File: src/rtl/riscv_fwd_ctrl.sv
// Operand-forwarding and load-use hazard controller for the 5-stage core.
// Optional WB write-through outputs under `RISCV_WB_BYPASS_EN.
module riscv_fwd_ctrl #(
  parameter int XLEN    = 32,
  parameter int RADDR_W = 5
) (
  input  logic               i_clk,
  input  logic               i_rstn,
  input  logic               i_id_valid,
  input  logic [RADDR_W-1:0] i_id_rs1,
  input  logic [RADDR_W-1:0] i_id_rs2,
  input  logic               i_id_rs1_use,
  input  logic               i_id_rs2_use,
  input  logic [RADDR_W-1:0] i_id_rd,
  input  logic               i_id_we,
  input  logic               i_id_load,
  input  logic               i_hold,
  input  logic               i_flush,
  output logic [1:0]         o_fwd_sel_a,
  output logic [1:0]         o_fwd_sel_b,
  output logic               o_stall,
  output logic [XLEN-1:0]    o_stall_cnt
`ifdef RISCV_WB_BYPASS_EN
  ,
  output logic               o_id_byp_a,
  output logic               o_id_byp_b
`endif
);

  typedef struct packed {
    logic [RADDR_W-1:0] rd;
    logic               we;
    logic               load;
  } slot_t;

  localparam logic [1:0] SEL_RF  = 2'b00;
  localparam logic [1:0] SEL_WB  = 2'b01;
  localparam logic [1:0] SEL_MEM = 2'b10;

  slot_t ex_q, mem_q, wb_q;
  slot_t ex_d;
  logic [1:0] sel_a_q, sel_b_q;
  logic [1:0] sel_a_d, sel_b_d;
  logic [XLEN-1:0] cnt_q, cnt_d;
  logic bubble;
  logic hit1, hit2;

  // EX producer lands in EX/MEM, MEM producer in MEM/WB, by the consumer's EX cycle
  function automatic logic [1:0] sel_f(
    input logic               u,
    input logic [RADDR_W-1:0] rs,
    input slot_t              ex,
    input slot_t              mem
  );
    logic [1:0] s;
    s = SEL_RF;
    if (u && rs != '0) begin
      if (ex.we && rs == ex.rd)
        s = SEL_MEM;
      else if (mem.we && rs == mem.rd)
        s = SEL_WB;
    end
    return s;
  endfunction

  always_comb begin
    hit1 = i_id_rs1_use && (i_id_rs1 == ex_q.rd);
    hit2 = i_id_rs2_use && (i_id_rs2 == ex_q.rd);
    o_stall = i_id_valid && ex_q.we && ex_q.load
           && (ex_q.rd != '0) && (hit1 || hit2)
           && !i_flush;
    bubble = o_stall || i_flush;
  end

  always_comb begin
    ex_d.rd   = i_id_rd;
    ex_d.we   = i_id_we && i_id_valid && !bubble;
    ex_d.load = i_id_load && !bubble;
    sel_a_d   = SEL_RF;
    sel_b_d   = SEL_RF;
    if (!bubble) begin
      sel_a_d = sel_f(i_id_rs1_use, i_id_rs1, ex_q, mem_q);
      sel_b_d = sel_f(i_id_rs2_use, i_id_rs2, ex_q, mem_q);
    end
    cnt_d = cnt_q;
    if (o_stall && cnt_q != '1)
      cnt_d = cnt_q + XLEN'(1);
  end

  always_ff @(posedge i_clk) begin
    if (!i_rstn) begin
      ex_q    <= '0;
      mem_q   <= '0;
      wb_q    <= '0;
      sel_a_q <= SEL_RF;
      sel_b_q <= SEL_RF;
      cnt_q   <= '0;
    end else if (!i_hold) begin
      ex_q    <= ex_d;
      mem_q   <= ex_q;
      wb_q    <= mem_q;
      sel_a_q <= sel_a_d;
      sel_b_q <= sel_b_d;
      cnt_q   <= cnt_d;
    end
  end

  assign o_fwd_sel_a = sel_a_q;
  assign o_fwd_sel_b = sel_b_q;
  assign o_stall_cnt = cnt_q;

`ifdef RISCV_WB_BYPASS_EN
  assign o_id_byp_a = wb_q.we && (wb_q.rd != '0)
                   && i_id_rs1_use && (i_id_rs1 == wb_q.rd);
  assign o_id_byp_b = wb_q.we && (wb_q.rd != '0)
                   && i_id_rs2_use && (i_id_rs2 == wb_q.rd);
`endif

endmodule

File: config.mk
export PLATFORM = sky130hd
export DESIGN_NAME = riscv_fwd_ctrl
export DESIGN_NICKNAME = d
export VERILOG_FILES = /design/src/rtl/riscv_fwd_ctrl.sv
export SDC_FILE = /design/constraint.sdc
export NUM_CORES = 1
export LEC_CHECK = 0
export CELL_PAD_IN_SITES_DETAIL_PLACEMENT = 1
export CELL_PAD_IN_SITES_GLOBAL_PLACEMENT = 2
export CORE_AREA = 2 2 88 111
export CTS_CLUSTER_SIZE = 25
export DETAILED_ROUTE_END_ITERATION = 7
export DIE_AREA = 0 0 90 113
export MAX_ROUTING_LAYER = met4
export PLACE_DENSITY_LB_ADDON = 0.1
export SYNTH_ARGS = -nofsm -noshare
export SYNTH_HDL_FRONTEND = slang
export SYNTH_SLANG_ARGS = --single-unit
export TNS_END_PERCENT = 1
File: constraint.sdc
create_clock -name i_clk -period 2.8 [get_ports i_clk]
set_input_delay 0.7 -clock i_clk [delete_from_list [all_inputs] [get_ports i_clk]]
set_output_delay 0.7 -clock i_clk [all_outputs]
set_load 0.05 [all_outputs]
==> results of run 1 <==
-- power groups by stage --
stage	Sequential, mW	Combinational (mW)	Clock [mW]
after floorplan	0.729	0.0621	0
final	0.715	0.133	0.604
after CTS	0.716	0.137	0.630
after detailed placement	0.732	0.137	0
after global placement	0.732	0.135	0
after global routing	0.717	0.147	0.663
-- cell type report --
class | count | area share [%]
multi-input combinational | 236 | 40.9
sequential | 49 | 27.5
timing repair buffer | 84 | 22.7
tap | 123 | 4.31
clock buffer | 6 | 3.61
inverter | 7 | 0.736
clock inverter | 2 | 0.280
-- cell usage in the layout, fill, tap and decap left out, types with 4 or more instances in the layout --
cell type / Yosys / layout
buf_4: 4 / 23
dlymetal6s2s_1: 0 / 4
xor2_1: 5 / 5
clkdlybuf4s50_1: 0 / 52
o31ai_1: 5 / 5
inv_1: 6 / 6
xnor2_1: 16 / 16
o21ai_0: 21 / 21
a21oi_1: 29 / 29
nand3_1: 20 / 20
or3_1: 24 / 24
nor4_1: 5 / 5
or4_1: 6 / 6
mux2i_1: 16 / 16
nor2_1: 25 / 24
nand4_1: 8 / 8
nand2_1: 25 / 24
and2_1: 5 / 5
nor3_1: 4 / 4
dfxtp_1: 49 / 49
clkbuf_16: 0 / 5
and4_1: 4 / 4
-- logic make-up after synthesis --
kind of cell	count (synthesis)	synth area share [%]
AND/OR/NAND/NOR	135	28.6
AO/OA/AOI/OAI	63	14.5
flip-flops	49	39.1
XOR/XNOR	21	7.32
buffers and inverters	20	3.59
multiplexers	16	6.38
adder cells (fa/ha/maj)	1	0.498
-- worst register-to-register path, cell delays in order (launching register included) --
cell and delay [ns]:
dfxtp_1 0.46, xnor2_1 0.17, nand3_1 0.16, o22ai_2 0.25, buf_4 0.14, buf_4 0.11
o2111ai_4 0.13, buf_12 0.22, or4_1 0.49, a21oi_1 0.15
-- through the flow --
step | hold slack [ns] | std cells | setup slack [ns] | TNS, ns | util, %
after floorplan | 0.451 | 305 | 0.160 | 0 | -
after global placement | 0.458 | 498 | -0.0725 | -0.168 | 37.6
after detailed placement | 0.463 | 498 | -0.168 | -1.72 | 37.6
after CTS | 0.473 | 507 | 0.00147 | 0 | 39.2
after global routing | 0.511 | 507 | 0.00264 | 0 | 39.3
final | 0.468 | 507 | 0.0676 | 0 | 39.3
-- metal layers --
layer  share of wire (%)  track usage [%]
met1                  41             17.5
met4                 1.2             5.23
met5                   0                -
met3                 2.9             2.86
met2                  55             30.3
-- timing repair --
action                     in CTS  in global routing
hold buffers                    0                  0
buffers inserted                1                  0
setup endpoints to repair       1                  2
pin swaps                       5                  5
gates resized for setup         6                  4
-- worst max-delay path by stage --
stage | to | slack [ns] | depth (start not counted)
3_5_place_dp | o_stall_cnt[23] | -0.17 | 9
3_3_place_gp | o_stall | -0.07 | 7
5_1_grt | o_stall | 0.003 | 7
6_report | o_stall | 0.07 | 7
4_1_cts | o_stall | 0.001 | 7
2_1_floorplan | o_stall | 0.16 | 5
-- state kept, by name, summed over array words and instances (netlist names) --
name	count
mem_q	6
o_stall_cnt	32
o_fwd_sel_b	2
ex_q	7
o_fwd_sel_a	2
==> impl_metrics.env, run 1 <==
export IMPL_min_path_cells=2
export IMPL_hpwl_microns=5830
export IMPL_worst_pin_slew_ns=0.517
export IMPL_synth_cell_types=34
export IMPL_synth_top_flop_cell="dfxtp_1"
export IMPL_r2r_end="o_stall_cnt[23]"
export IMPL_start_util_pct=27.7
export IMPL_cts_buffers=5
export IMPL_cts_root_buf="clkbuf_16"
export IMPL_power_frac_comb_pct=9.2
export IMPL_ys_async_sr_fraction_pct=0
export IMPL_dr_first_iter_drc_count=135
export IMPL_timing_rr_start="ex_q[3]"
export IMPL_nets=408
export IMPL_place_area_sq_mm=0.00341
export IMPL_clock_sinks=49
export IMPL_core_area_sq_mm=0.00908
export IMPL_rsz0062_at_grt="no"
export IMPL_relSlewSlack_pct=65.5
export IMPL_ys_seq_area_share_pct=39.1
export IMPL_p_seq_share_pct=49.2
export IMPL_multi_input_area_sq_mm=0.00146
export IMPL_firstDrtPassIters=4
export IMPL_power_internal_mw=1.11
export IMPL_reg2reg_depth=9
export IMPL_final_hold_viol_count=0
export IMPL_min_delay_start="o_fwd_sel_b[0]"
export IMPL_synthTopCellsByCount="49 x dfxtp_1, 29 x a21oi_1, 25 x nand2_1, 25 x nor2_1, 24 x or3_1"
export IMPL_netlist_area_sq_mm=0.00251
export IMPL_io_buffer_count=60
export IMPL_grt_max_degree=35
export IMPL_routed_via_density=4.91
export IMPL_cp_max_fo=2
export IMPL_clkPwrFrac_pct=41.6
export IMPL_route_detailed_drc=0
export IMPL_final_setup_viol_count=0
export IMPL_total_power_mw=1.45
export IMPL_fin_crit_sh_pct=97.6
export IMPL_num_rows=39
export IMPL_worstSkewPairLatency_ns=0.30
export IMPL_critPathBufInv=2
export IMPL_antenna_found_initial=0
export IMPL_slew_violations=0
export IMPL_pin_count=61
export IMPL_netSwitchingPower_mw=0.347
export IMPL_tritoncts="done"
export IMPL_grt_total_usage_pct=16.3
export IMPL_r2r_slack_ns=0.48
export IMPL_hold_end="o_fwd_sel_b[0]"
export IMPL_regArea_sq_um=981
export IMPL_slowest_delay_ns=0.49
export IMPL_skew_ns=0.00709
export IMPL_clkTransAtPathRegs_ns=0.07
export IMPL_yosys_area_top_type="dfxtp_1"
export IMPL_yosysMostFrequentCell="dfxtp_1"
export IMPL_stdcell_area_sq_mm=0.00357
export IMPL_vias=2490
export IMPL_yosysWarnings=0
export IMPL_htreeDepth=2
export IMPL_ys_seq_elements=49
export IMPL_fillers=1090
export IMPL_fin_crit_ns=2.73
export IMPL_startpoint_type="input port"
export IMPL_crit_family="buffers and inverters"
export IMPL_grt_pass1_vias=2579
export IMPL_min_path_type="flop to flop"
export IMPL_routed_wl_microns=7720
export IMPL_synth_nets=330
export IMPL_cp_slowest_cell="clkdlybuf4s50_1"
export IMPL_crit_type="input port to output pin"
export IMPL_grt_overflow=0
export IMPL_cp_end_kind="output pin"
export IMPL_die_height_microns=113
export IMPL_leakagePower_nw=1.20
export IMPL_yosysTopAreaCellShare_pct=39.1
export IMPL_grt_pass1_wl_microns=12800
export IMPL_gp_congestion=0.778
export IMPL_netlist_top_cells_area="dfxtp_1 39%, mux2i_1 6.4%, or3_1 6.0%"
export IMPL_max_freq_mhz=366
export IMPL_synth_edf_count=0
export IMPL_layout_drive_gt1_share_pct=10.4
export IMPL_switching_share_pct=23.9
export IMPL_outcome="completed"
export IMPL_die_w_microns=90
export IMPL_syn_inst=305
export IMPL_antenna_cells=0
export IMPL_p_per_area_mw_per_mm2=407
export IMPL_maxCapViolations=0
export IMPL_worstPathArrival_ns=2.03
export IMPL_wl_per_cell_microns=15.2
export IMPL_syn_to_final_growth_pct=42.2
export IMPL_worstPathRequired_ns=2.10
export IMPL_die_area_sq_mm=0.0102
export IMPL_cts_path_max_buffers=2
export IMPL_detail_route_antenna_nets=0
export IMPL_irDropWorstVdd_v=0.000211
export IMPL_syn_area_per_cell_sq_um=8.23
export IMPL_path_cells="clkdlybuf4s50_1 > xnor2_1 > nand3_1 > o22ai_2 > nand2_2 > nor2_4 > buf_12"
export IMPL_startpoint="i_id_rs1[3]"
Power figures use the tool's default switching activity.
==> run 2: changes to the inputs <==
SLEW_MARGIN = 0   (was unset)
==> results of run 2 <==
Same layout as run 1: the final DEF is identical, and so are final timing and power.
